### src/rtl/array_wr_ctrl_page.sv
`default_nettype none
// ============================================================================
// array_wr_ctrl_page : open-page write controller for one DRAM-style bank
// Rev 1.0
// ============================================================================
module array_wr_ctrl_page #(
    parameter int ADDR_WIDTH  = 20,
    parameter int DATA_WIDTH  = 64,
    parameter int RADDR_WIDTH = 14,
    parameter int CADDR_WIDTH = ADDR_WIDTH - RADDR_WIDTH,
    parameter int FRAME_WIDTH = ADDR_WIDTH + DATA_WIDTH + 3
) (
    input  logic                   clk,
    input  logic                   rst,
    input  logic [7:0]             mc_tras_cfg,
    input  logic [7:0]             mc_trp_cfg,
    input  logic [7:0]             mc_trcd_cfg,
    input  logic [7:0]             mc_twr_cfg,
    input  logic [7:0]             mc_page_idle_cfg,
    input  logic [FRAME_WIDTH-1:0] axi_frame_wr_data,
    input  logic                   axi_frame_wr_valid,
    output logic                   axi_frame_wr_ready,
    input  logic                   close_req,
    output logic                   wr_done,
    output logic                   bank_open,
    output logic                   page_hit,
    output logic                   array_banksel_n_wr,
    output logic [RADDR_WIDTH-1:0] array_raddr_wr,
    output logic                   array_cas_wr,
    output logic [CADDR_WIDTH-1:0] array_caddr_wr,
    output logic [DATA_WIDTH-1:0]  array_wdata,
    output logic                   array_wdata_rdy
);

    localparam logic [2:0] S_IDLE   = 3'd0;
    localparam logic [2:0] S_ACT    = 3'd1;
    localparam logic [2:0] S_W_TRCD = 3'd2;
    localparam logic [2:0] S_WDATA  = 3'd3;
    localparam logic [2:0] S_WLAST  = 3'd4;
    localparam logic [2:0] S_W_TWR  = 3'd5;
    localparam logic [2:0] S_OPEN   = 3'd6;
    localparam logic [2:0] S_W_TRP  = 3'd7;

    logic [2:0]             state, state_next;
    logic [7:0]             cnt, tras_cnt;
    logic                   single_flag, pend, close_done;

    logic                   f_sof, f_eof;
    logic [RADDR_WIDTH-1:0] f_row;
    logic [CADDR_WIDTH-1:0] f_col;
    logic [DATA_WIDTH-1:0]  f_data;
    logic                   accept, row_hit, hit_accept, miss_accept;
    logic [7:0]             trcd_eff, twr_eff, tras_eff, trp_eff;
    logic                   trcd_last, twr_exit, trp_last, idle_to, row_active;
    logic                   unused_rsvd;

    assign f_sof       = axi_frame_wr_data[FRAME_WIDTH-1];
    assign f_eof       = axi_frame_wr_data[FRAME_WIDTH-2];
    assign unused_rsvd = axi_frame_wr_data[FRAME_WIDTH-3];
    assign f_row       = axi_frame_wr_data[DATA_WIDTH+ADDR_WIDTH-1 -: RADDR_WIDTH];
    assign f_col       = axi_frame_wr_data[DATA_WIDTH+CADDR_WIDTH-1 -: CADDR_WIDTH];
    assign f_data      = axi_frame_wr_data[DATA_WIDTH-1:0];

    assign accept      = axi_frame_wr_valid & axi_frame_wr_ready;
    assign row_hit     = (f_row == array_raddr_wr);
    assign hit_accept  = (state == S_OPEN) & accept & f_sof & row_hit;
    assign miss_accept = (state == S_OPEN) & accept & f_sof & ~row_hit;

    // A programmed timing of zero behaves as one cycle.
    assign trcd_eff = (mc_trcd_cfg == 8'd0) ? 8'd1 : mc_trcd_cfg;
    assign twr_eff  = (mc_twr_cfg  == 8'd0) ? 8'd1 : mc_twr_cfg;
    assign tras_eff = (mc_tras_cfg == 8'd0) ? 8'd1 : mc_tras_cfg;
    assign trp_eff  = (mc_trp_cfg  == 8'd0) ? 8'd1 : mc_trp_cfg;

    assign trcd_last = (cnt >= trcd_eff - 8'd1);
    assign twr_exit  = (cnt >= twr_eff - 8'd1) && (tras_cnt >= tras_eff - 8'd1);
    assign trp_last  = (cnt >= trp_eff - 8'd1);
    assign idle_to   = (mc_page_idle_cfg == 8'd0) || (cnt >= mc_page_idle_cfg - 8'd1);

    assign row_active = (state == S_W_TRCD) || (state == S_WDATA) || (state == S_WLAST) ||
                        (state == S_W_TWR)  || (state == S_OPEN);

    assign bank_open       = ~array_banksel_n_wr;
    assign array_wdata_rdy = ~array_cas_wr;

    always_ff @(posedge clk) begin
        if (rst) state <= S_IDLE;
        else     state <= state_next;
    end

    always_comb begin
        state_next = state;
        case (state)
            S_IDLE:   if (axi_frame_wr_valid && f_sof) state_next = S_ACT;
            S_ACT:    state_next = S_W_TRCD;
            S_W_TRCD: if (trcd_last) state_next = single_flag ? S_WLAST : S_WDATA;
            S_WDATA:  if (accept && f_eof) state_next = S_WLAST;
            S_WLAST:  state_next = S_W_TWR;
            S_W_TWR:  if (twr_exit) state_next = (mc_page_idle_cfg == 8'd0) ? S_W_TRP : S_OPEN;
            S_OPEN: begin
                if (close_req)
                    state_next = S_W_TRP;
                else if (axi_frame_wr_valid && f_sof)
                    state_next = row_hit ? (f_eof ? S_WLAST : S_WDATA) : S_W_TRP;
                else if (idle_to)
                    state_next = S_W_TRP;
            end
            S_W_TRP:  if (trp_last) state_next = pend ? S_ACT : S_IDLE;
            default:  state_next = S_IDLE;
        endcase
    end

    always_comb begin
        axi_frame_wr_ready = 1'b0;
        wr_done            = 1'b0;
        page_hit           = 1'b0;
        case (state)
            S_IDLE:  axi_frame_wr_ready = 1'b1;
            S_WDATA: axi_frame_wr_ready = ~array_cas_wr;
            S_OPEN: begin
                axi_frame_wr_ready = ~close_req;
                page_hit           = ~close_req & axi_frame_wr_valid & f_sof & row_hit;
            end
            S_W_TWR: wr_done = twr_exit && (mc_page_idle_cfg != 8'd0);
            S_W_TRP: wr_done = trp_last && close_done;
            default: ;
        endcase
    end

    always_ff @(posedge clk) begin
        if (rst) begin
            array_banksel_n_wr <= 1'b1;
            array_raddr_wr     <= '0;
            array_caddr_wr     <= '0;
            array_wdata        <= '0;
            array_cas_wr       <= 1'b0;
            single_flag        <= 1'b0;
            pend               <= 1'b0;
            close_done         <= 1'b0;
            cnt                <= 8'd0;
            tras_cnt           <= 8'd0;
        end else begin
            if (state == S_ACT)
                array_banksel_n_wr <= 1'b0;
            else if (state != S_W_TRP && state_next == S_W_TRP)
                array_banksel_n_wr <= 1'b1;

            if ((state == S_W_TRCD && trcd_last) || hit_accept)
                array_cas_wr <= 1'b1;
            else if (state == S_WDATA)
                array_cas_wr <= ~array_cas_wr & axi_frame_wr_valid;
            else if (state == S_WLAST)
                array_cas_wr <= 1'b0;

            if (accept && (state == S_IDLE || state == S_OPEN || state == S_WDATA)) begin
                array_caddr_wr <= f_col;
                array_wdata    <= f_data;
            end
            // Row address only moves when the bank is closed or about to be reopened.
            if (accept && f_sof && (state == S_IDLE || state == S_OPEN)) begin
                single_flag <= f_eof;
                if (state == S_IDLE || !row_hit)
                    array_raddr_wr <= f_row;
            end

            if (miss_accept)
                pend <= 1'b1;
            else if (state == S_W_TRP && trp_last)
                pend <= 1'b0;

            if (state == S_W_TWR && state_next == S_W_TRP)
                close_done <= 1'b1;
            else if (state == S_W_TRP && trp_last)
                close_done <= 1'b0;

            if (state_next != state)
                cnt <= 8'd0;
            else if (cnt != 8'hFF)
                cnt <= cnt + 8'd1;

            if (!row_active)
                tras_cnt <= 8'd0;
            else if (tras_cnt != 8'hFF)
                tras_cnt <= tras_cnt + 8'd1;
        end
    end

endmodule
`default_nettype wire
### config.mk
export PLATFORM = sky130hd
export DESIGN_NAME = array_wr_ctrl_page
export DESIGN_NICKNAME = d
export VERILOG_FILES = /design/src/rtl/array_wr_ctrl_page.sv
export SDC_FILE = /design/constraint.sdc
export NUM_CORES = 1
export LEC_CHECK = 0
export BUFFER_PORTS_ARGS = -buffer_cell sky130_fd_sc_hd__buf_2
export CAP_MARGIN = 20
export CORE_MARGIN = 2
export CORE_UTILIZATION = 23
export DETAILED_ROUTE_END_ITERATION = 16
export PLACE_DENSITY = 0.5
export SYNTH_ARGS = -nofsm -noshare
export SYNTH_HDL_FRONTEND = slang
export SYNTH_SLANG_ARGS = --single-unit
### constraint.sdc
create_clock -name clk -period 9.49 [get_ports clk]
set_clock_uncertainty 0.1 [all_clocks]
set_input_delay 1.4235 -clock clk [delete_from_list [all_inputs] [get_ports clk]]
set_output_delay 1.4235 -clock clk [all_outputs]
set_load 0.01 [all_outputs]
=== Yosys cells after proc, flatten, opt, wreduce, memory -nomap -nowiden ===
Index checks and enable logic that the tools add are counted.

* Reductions and logical operators: 36
* Add/sub/neg operators: 7
* Bitwise gates (word level): 14
* $lt $le $gt $ge: 5
* Eq/ne operators: 13
* Multiplexer cells: 29

{| class="wikitable"
|+ Operator list
! kind !! count
|-
| $ge 8x8->1 || 5
|-
| $logic_not 8->1 || 5
|-
| $sub 8x1->8 const B || 5
|-
| $mux 3 || 11
|-
| $mux 8 || 4
|-
| $pmux 3 s8 || 1
|-
| $add 8x1->8 const B || 2
|-
| $ne 8x8->1 const B || 2
|-
| $eq 3x3->1 const B || 5
|-
| $eq 14x14->1 || 1
|-
| $logic_and 1x1->1 || 12
|-
| $mux 1 || 11
|-
| $and 1x1->1 || 9
|-
| $logic_or 1x1->1 || 9
|-
| $reduce_bool 8->1 || 1
|-
| $eq 3x2->1 const B || 2
|-
| $reduce_bool 2->1 || 3
|-
| $not 1->1 || 5
|-
| $reduce_or 2->1 || 2
|-
| $eq 3x1->1 const B || 1
|-
| $logic_not 3->1 || 1
|-
| $ne 3x3->1 || 1
|-
| $ne 3x3->1 const B || 1
|-
| $pmux 1 s3 || 1
|-
| 4 further kinds || 4
|}

* Output and inout port bits: 91
* Logic and storage cells: 115
* Input bits: 131
* Flip-flop bits (word level): 108

=== Logic depth before layout (Yosys ltp) ===
* Depth in word-level cells: 11
* Gate-level depth with buffers: 16
* Depth with buffers taken out: 16

=== Least setup slack after synthesis ===
Ideal clock, no wire load.

* Path type: in2out
* Start: input mc_trp_cfg[2]
* End: output wr_done
* Arrival: 3987 ps
* Required time: 7967 ps
* Path buffers: 0
* Slack: 3979 ps
* Stages: 14
* Path through: or4_1 -> or3_1 -> nor2_1 -> nor2_1 -> ha_1 -> inv_1 -> nor2_1 -> xnor2_1 -> ha_1 -> nand2_1 -> o21ai_0 -> a31oi_1 -> or2_2 -> o21ai_0

* Cells in the longest elaborated chain, start to end: 6

{| class="wikitable"
|+ RTL lines
! element !! line !! source
|-
| from (decl) || 16 || <nowiki>input logic [7:0] mc_trp_cfg,</nowiki>
|-
| $logic_not 8->1 || 73 || <nowiki>assign trp_eff = (mc_trp_cfg == 8'd0) ? 8'd1 : mc_trp_cfg;</nowiki>
|-
| $mux 8 * || 73 ||
|-
| $sub 8x1->8 * || 77 || <nowiki>assign trp_last = (cnt >= trp_eff - 8'd1);</nowiki>
|-
| $ge 8x8->1 * || 77 ||
|-
| $logic_and 1x1->1 * || 125 || <nowiki>S_W_TRP: wr_done = trp_last && close_done;</nowiki>
|-
| $pmux 1 s2 * || 117 || <nowiki>case (state)</nowiki>
|-
| to (decl) || 24 || <nowiki>output logic wr_done,</nowiki>
|}

Mark *: on every way between the ends. The rest lies on a longest branch, timed or not.

=== Final worst setup path ===
* Start: input mc_tras_cfg[2]
* End: output wr_done

* Cells in the longest elaborated chain, start to end: 7

{| class="wikitable"
|+ RTL lines
! element !! line !! source
|-
| from (decl) || 15 || <nowiki>input logic [7:0] mc_tras_cfg,</nowiki>
|-
| $logic_not 8->1 || 72 || <nowiki>assign tras_eff = (mc_tras_cfg == 8'd0) ? 8'd1 : mc_tras_cfg;</nowiki>
|-
| $mux 8 * || 72 ||
|-
| $sub 8x1->8 * || 76 || <nowiki>assign twr_exit = (cnt >= twr_eff - 8'd1) && (tras_cnt >= tras_eff - 8'd1);</nowiki>
|-
| $ge 8x8->1 * || 76 ||
|-
| $logic_and 1x1->1 * || 76 ||
|-
| $logic_and 1x1->1 * || 124 || <nowiki>S_W_TWR: wr_done = twr_exit && (mc_page_idle_cfg != 8'd0);</nowiki>
|-
| $pmux 1 s2 * || 117 ||
|}

Marked as above.

==> summary.md <==
| Metric | Value |
|---|---|
| Total track usage | `12.7%` |
| # DRC | `0` |
| Slowest CP cell | `nor4_1` |
| Reg-to-Reg End | `cnt[4]$_SDFFE_PP0P_` |
| Worst hold stages | `2` |
| RSZ-0062 raised after global routing | `false` |
| # hold bufs at CTS | `0` |
| Die X | `162 µm` |
| Fillcell total | `2,686` |
| Sequential fraction of the synthesis area | `37.6%` |
| CP required | `7970 ps` |
| Hold WC Path Type | `reg -> reg` |
| Mapped Cells | `739` |
| Critical Path Max Stage Delay | `520 ps` |
| Largest cells by area after synthesis | `dfxtp_1 38%, nand2_1 11%, ha_1 10%` |
| Clock Root Buffer | `clkbuf_16` |
| ANT cells | `0` |
| Final setup margin | `3390 ps` |
| YS warnings | `0` |
| FF+latch count, synth | `108` |
| Flop2flop setup slack | `6170 ps` |
| WHS | `352 ps` |
| Fin cells | `1,271` |
| TritonCTS buffer count | `9` |
| Reg clk slew, reported paths | `80 ps` |
| H-tree depth | `3` |
| Post-synthesis cell type count | `48` |
| Initial antenna violation count | `0` |
| WL per Instance | `13.4 µm` |
| DRT iter0 DRCs | `322` |
| Reg area | `2160 µm²` |
| Tcrit/Tclk final | `64.3%` |
| Setup violators final | `0` |
| Final min period | `6100 ps` |
| EDFF count, synth | `0` |
| Run status | `finished clean` |
| Final wirelength | `17,000 µm` |
| Layout area overhead | `29.8%` |
| Final hold vios | `0` |
| Vias in the first global route | `5,230` |
| Global route total overflow | `0` |
| Critical path buffers and inverters | `3` |
| IO Port Bufs | `220` |
| Core area | `24,500 µm²` |
| Hold endpoint | `array_wdata[38]$_SDFFE_PP0P_` |
| Most frequent CP cell | `nand2_1` |
| Final count of pins violating max slew | `0` |
| Placed insts | `1,255` |
| Worst-margin pin slew | `1050 ps` |
| Die height | `162 µm` |
| Maxcap violations | `0` |
| Mapped Avg Cell Area | `7.79 µm²` |
| DRT antenna net count | `0` |
| Clock Path Buffers | `2` |
| Syn Nets | `917` |
| Crit-path cells | `buf_2, nor4_1, nand2_1, o21ai_0, inv_1, ha_1, nand2_1, nor3_1, xnor2_1, ha_1, nand2_1, nor2_1, a41oi_1, nor4_1, nand2_1, o21ai_0, buf_2` |
| Worst r2r src | `cnt[0]$_SDFFE_PP0P_` |
| Leakage | `0.00343 µW` |
| Routed vias/inst | `4.42` |
| Layout cells sized above 1 | `26.4%` |
| Die area | `26,300 µm²` |
| Drt first pass iters | `4` |
| Count leader, synth | `nand2_1` |
| Setup bufs post-CTS | `0` |
| Maximum vdd drop | `0.0802 mV` |
| Crit path max fanout | `4` |
| TNS Setup | `0 ps` |
| Yosys top cell area share | `37.6%` |
| Hpwl dp | `12,700 µm` |
| Most frequent cells after synthesis | `176 x nand2_1, 108 x dfxtp_1, 89 x a21oi_1` |
| Post-synthesis instance area | `5760 µm²` |
| Num ports | `222` |
| Setup Crit Path Kind | `in -> out` |
| Vias post-DR | `5,613` |
| CP arrival | `4580 ps` |
| FFs w/ async S/R, synth | `0%` |
| Multi-input logic area | `3400 µm²` |
| Cell taking the most area after synthesis | `dfxtp_1` |
| Nature of the critical path startpoint | `primary input` |
| PostCTS Resize Cnt | `0` |
| Crit path max-delay family | `simple AND/OR/NAND/NOR gates` |
| Clk sinks | `108` |
| Initial core utilization | `23.5%` |
| Core Rows | `57` |
| F_max | `0.164 GHz` |
| Worst-Skew Late Latency | `350 ps` |
| Predominant post-synthesis flop cell | `dfxtp_1` |
| Layout net count | `1,120` |
| Nature of the critical path endpoint | `output pin` |
| Largest net degree at the start of global routing | `71` |
| RD Place Congestion | `0.790` |
| Slew margin rel. | `29.7%` |
| CTS tree | `built` |
| Pwr Density | `163 nW/µm²` |
| Hold path start | `array_wdata[38]$_SDFFE_PP0P_` |
| Worst Reg2Reg Path Length in Cells | `9` |
| First-pass GRT wire length | `26,900 µm` |
| Worst slack, placed | `3430 ps` |
-- layout by cell type (no fill, tap or decap), drive strengths merged, types with 3 or more instances in the layout --
| cell | Yosys | final |
|---|---|---|
| a211oi | 3 | 3 |
| a21o | 3 | 3 |
| a21oi | 89 | 89 |
| a31oi | 6 | 6 |
| a41oi | 3 | 3 |
| and3 | 5 | 5 |
| buf | 2 | 223 |
| clkbuf | 29 | 9 |
| clkinv | 0 | 4 |
| dfxtp | 108 | 108 |
| ha | 47 | 47 |
| inv | 22 | 25 |
| mux2i | 16 | 16 |
| nand2 | 176 | 176 |
| nand2b | 7 | 7 |
| nand3 | 15 | 15 |
| nand4 | 7 | 7 |
| nor2 | 68 | 68 |
| nor2b | 3 | 3 |
| nor3 | 12 | 12 |
| nor4 | 14 | 14 |
| o21ai | 23 | 23 |
| or3 | 4 | 4 |
| or4 | 3 | 3 |
| xnor2 | 34 | 34 |
| xor2 | 13 | 13 |
-- flip-flops by register name (all words and copies together) (netlist names), 3 cells and up --
signal / cells
tras_cnt: 8
array_raddr_wr: 14
cnt: 8
state: 3
array_caddr_wr: 6
array_wdata: 64
-- report_power, final --
part           internal, µW  leakage [µW]  switching [µW]
combinational           125       0.00241             183
sequential              495      0.000884            31.9
clock                   186      0.000145             193
total                   807       0.00343             408
-- kinds of logic after synthesis --
logic type	synth area share, %
and+or+nand+nor	24.1
muxes	3.17
buffers and inverters	3.48
DFF	37.6
xor gates and xnor gates	7.15
AOI/OAI and AO/OA	14.3
adders and majority gates	10.2
-- worst max path at each step --
stage | from | slack (ps) | end | cells after the start
2_1_floorplan | mc_trp_cfg[2] | 3980 | wr_done | 14
3_3_place_gp | mc_tras_cfg[2] | 3430 | wr_done | 17
5_1_grt | mc_tras_cfg[2] | 3030 | wr_done | 17
6_report | mc_tras_cfg[2] | 3390 | wr_done | 17
3_5_place_dp | mc_tras_cfg[2] | 3430 | wr_done | 17
4_1_cts | mc_tras_cfg[2] | 3420 | wr_done | 17
-- layer usage --
metal / up-vias / track usage, % / share of wire [%]
li1: 2937 / - / -
met1: 2530 / 16.4 / 46
met2: 129 / 20.8 / 46
met3: 17 / 3.35 / 5.6
met4: 0 / 3.86 / 1.9
met5: - / 0 / 0
-- area by class of cell --
type,instances,area share [%]
clock buffers,9,3.01
clock inverters,7,0.954
inverters,22,1.10
multi-input cells,578,45.5
flip-flops and latches,108,28.9
well taps,324,5.42
repair buffers,223,15.1
-- worst min-delay path: cells and delay by family, from the launching register on --
kind / cells / cell delay [ps]
AND/OR/NAND/NOR: 1 / 50
flip-flops: 1 / 310
AO/OA/AOI/OAI: 1 / 50
-- stage by stage --
step                util [%]  power (µW)  cell area, µm²
finish                  30.6        1210            7470
CTS                     30.6        1240            7470
global route            30.6        1300            7470
floorplan                  -         726            5760
detailed placement      29.3         850            7180
global placement        29.3         848            7180
No activity file was read; power rests on OpenSTA's default activity.
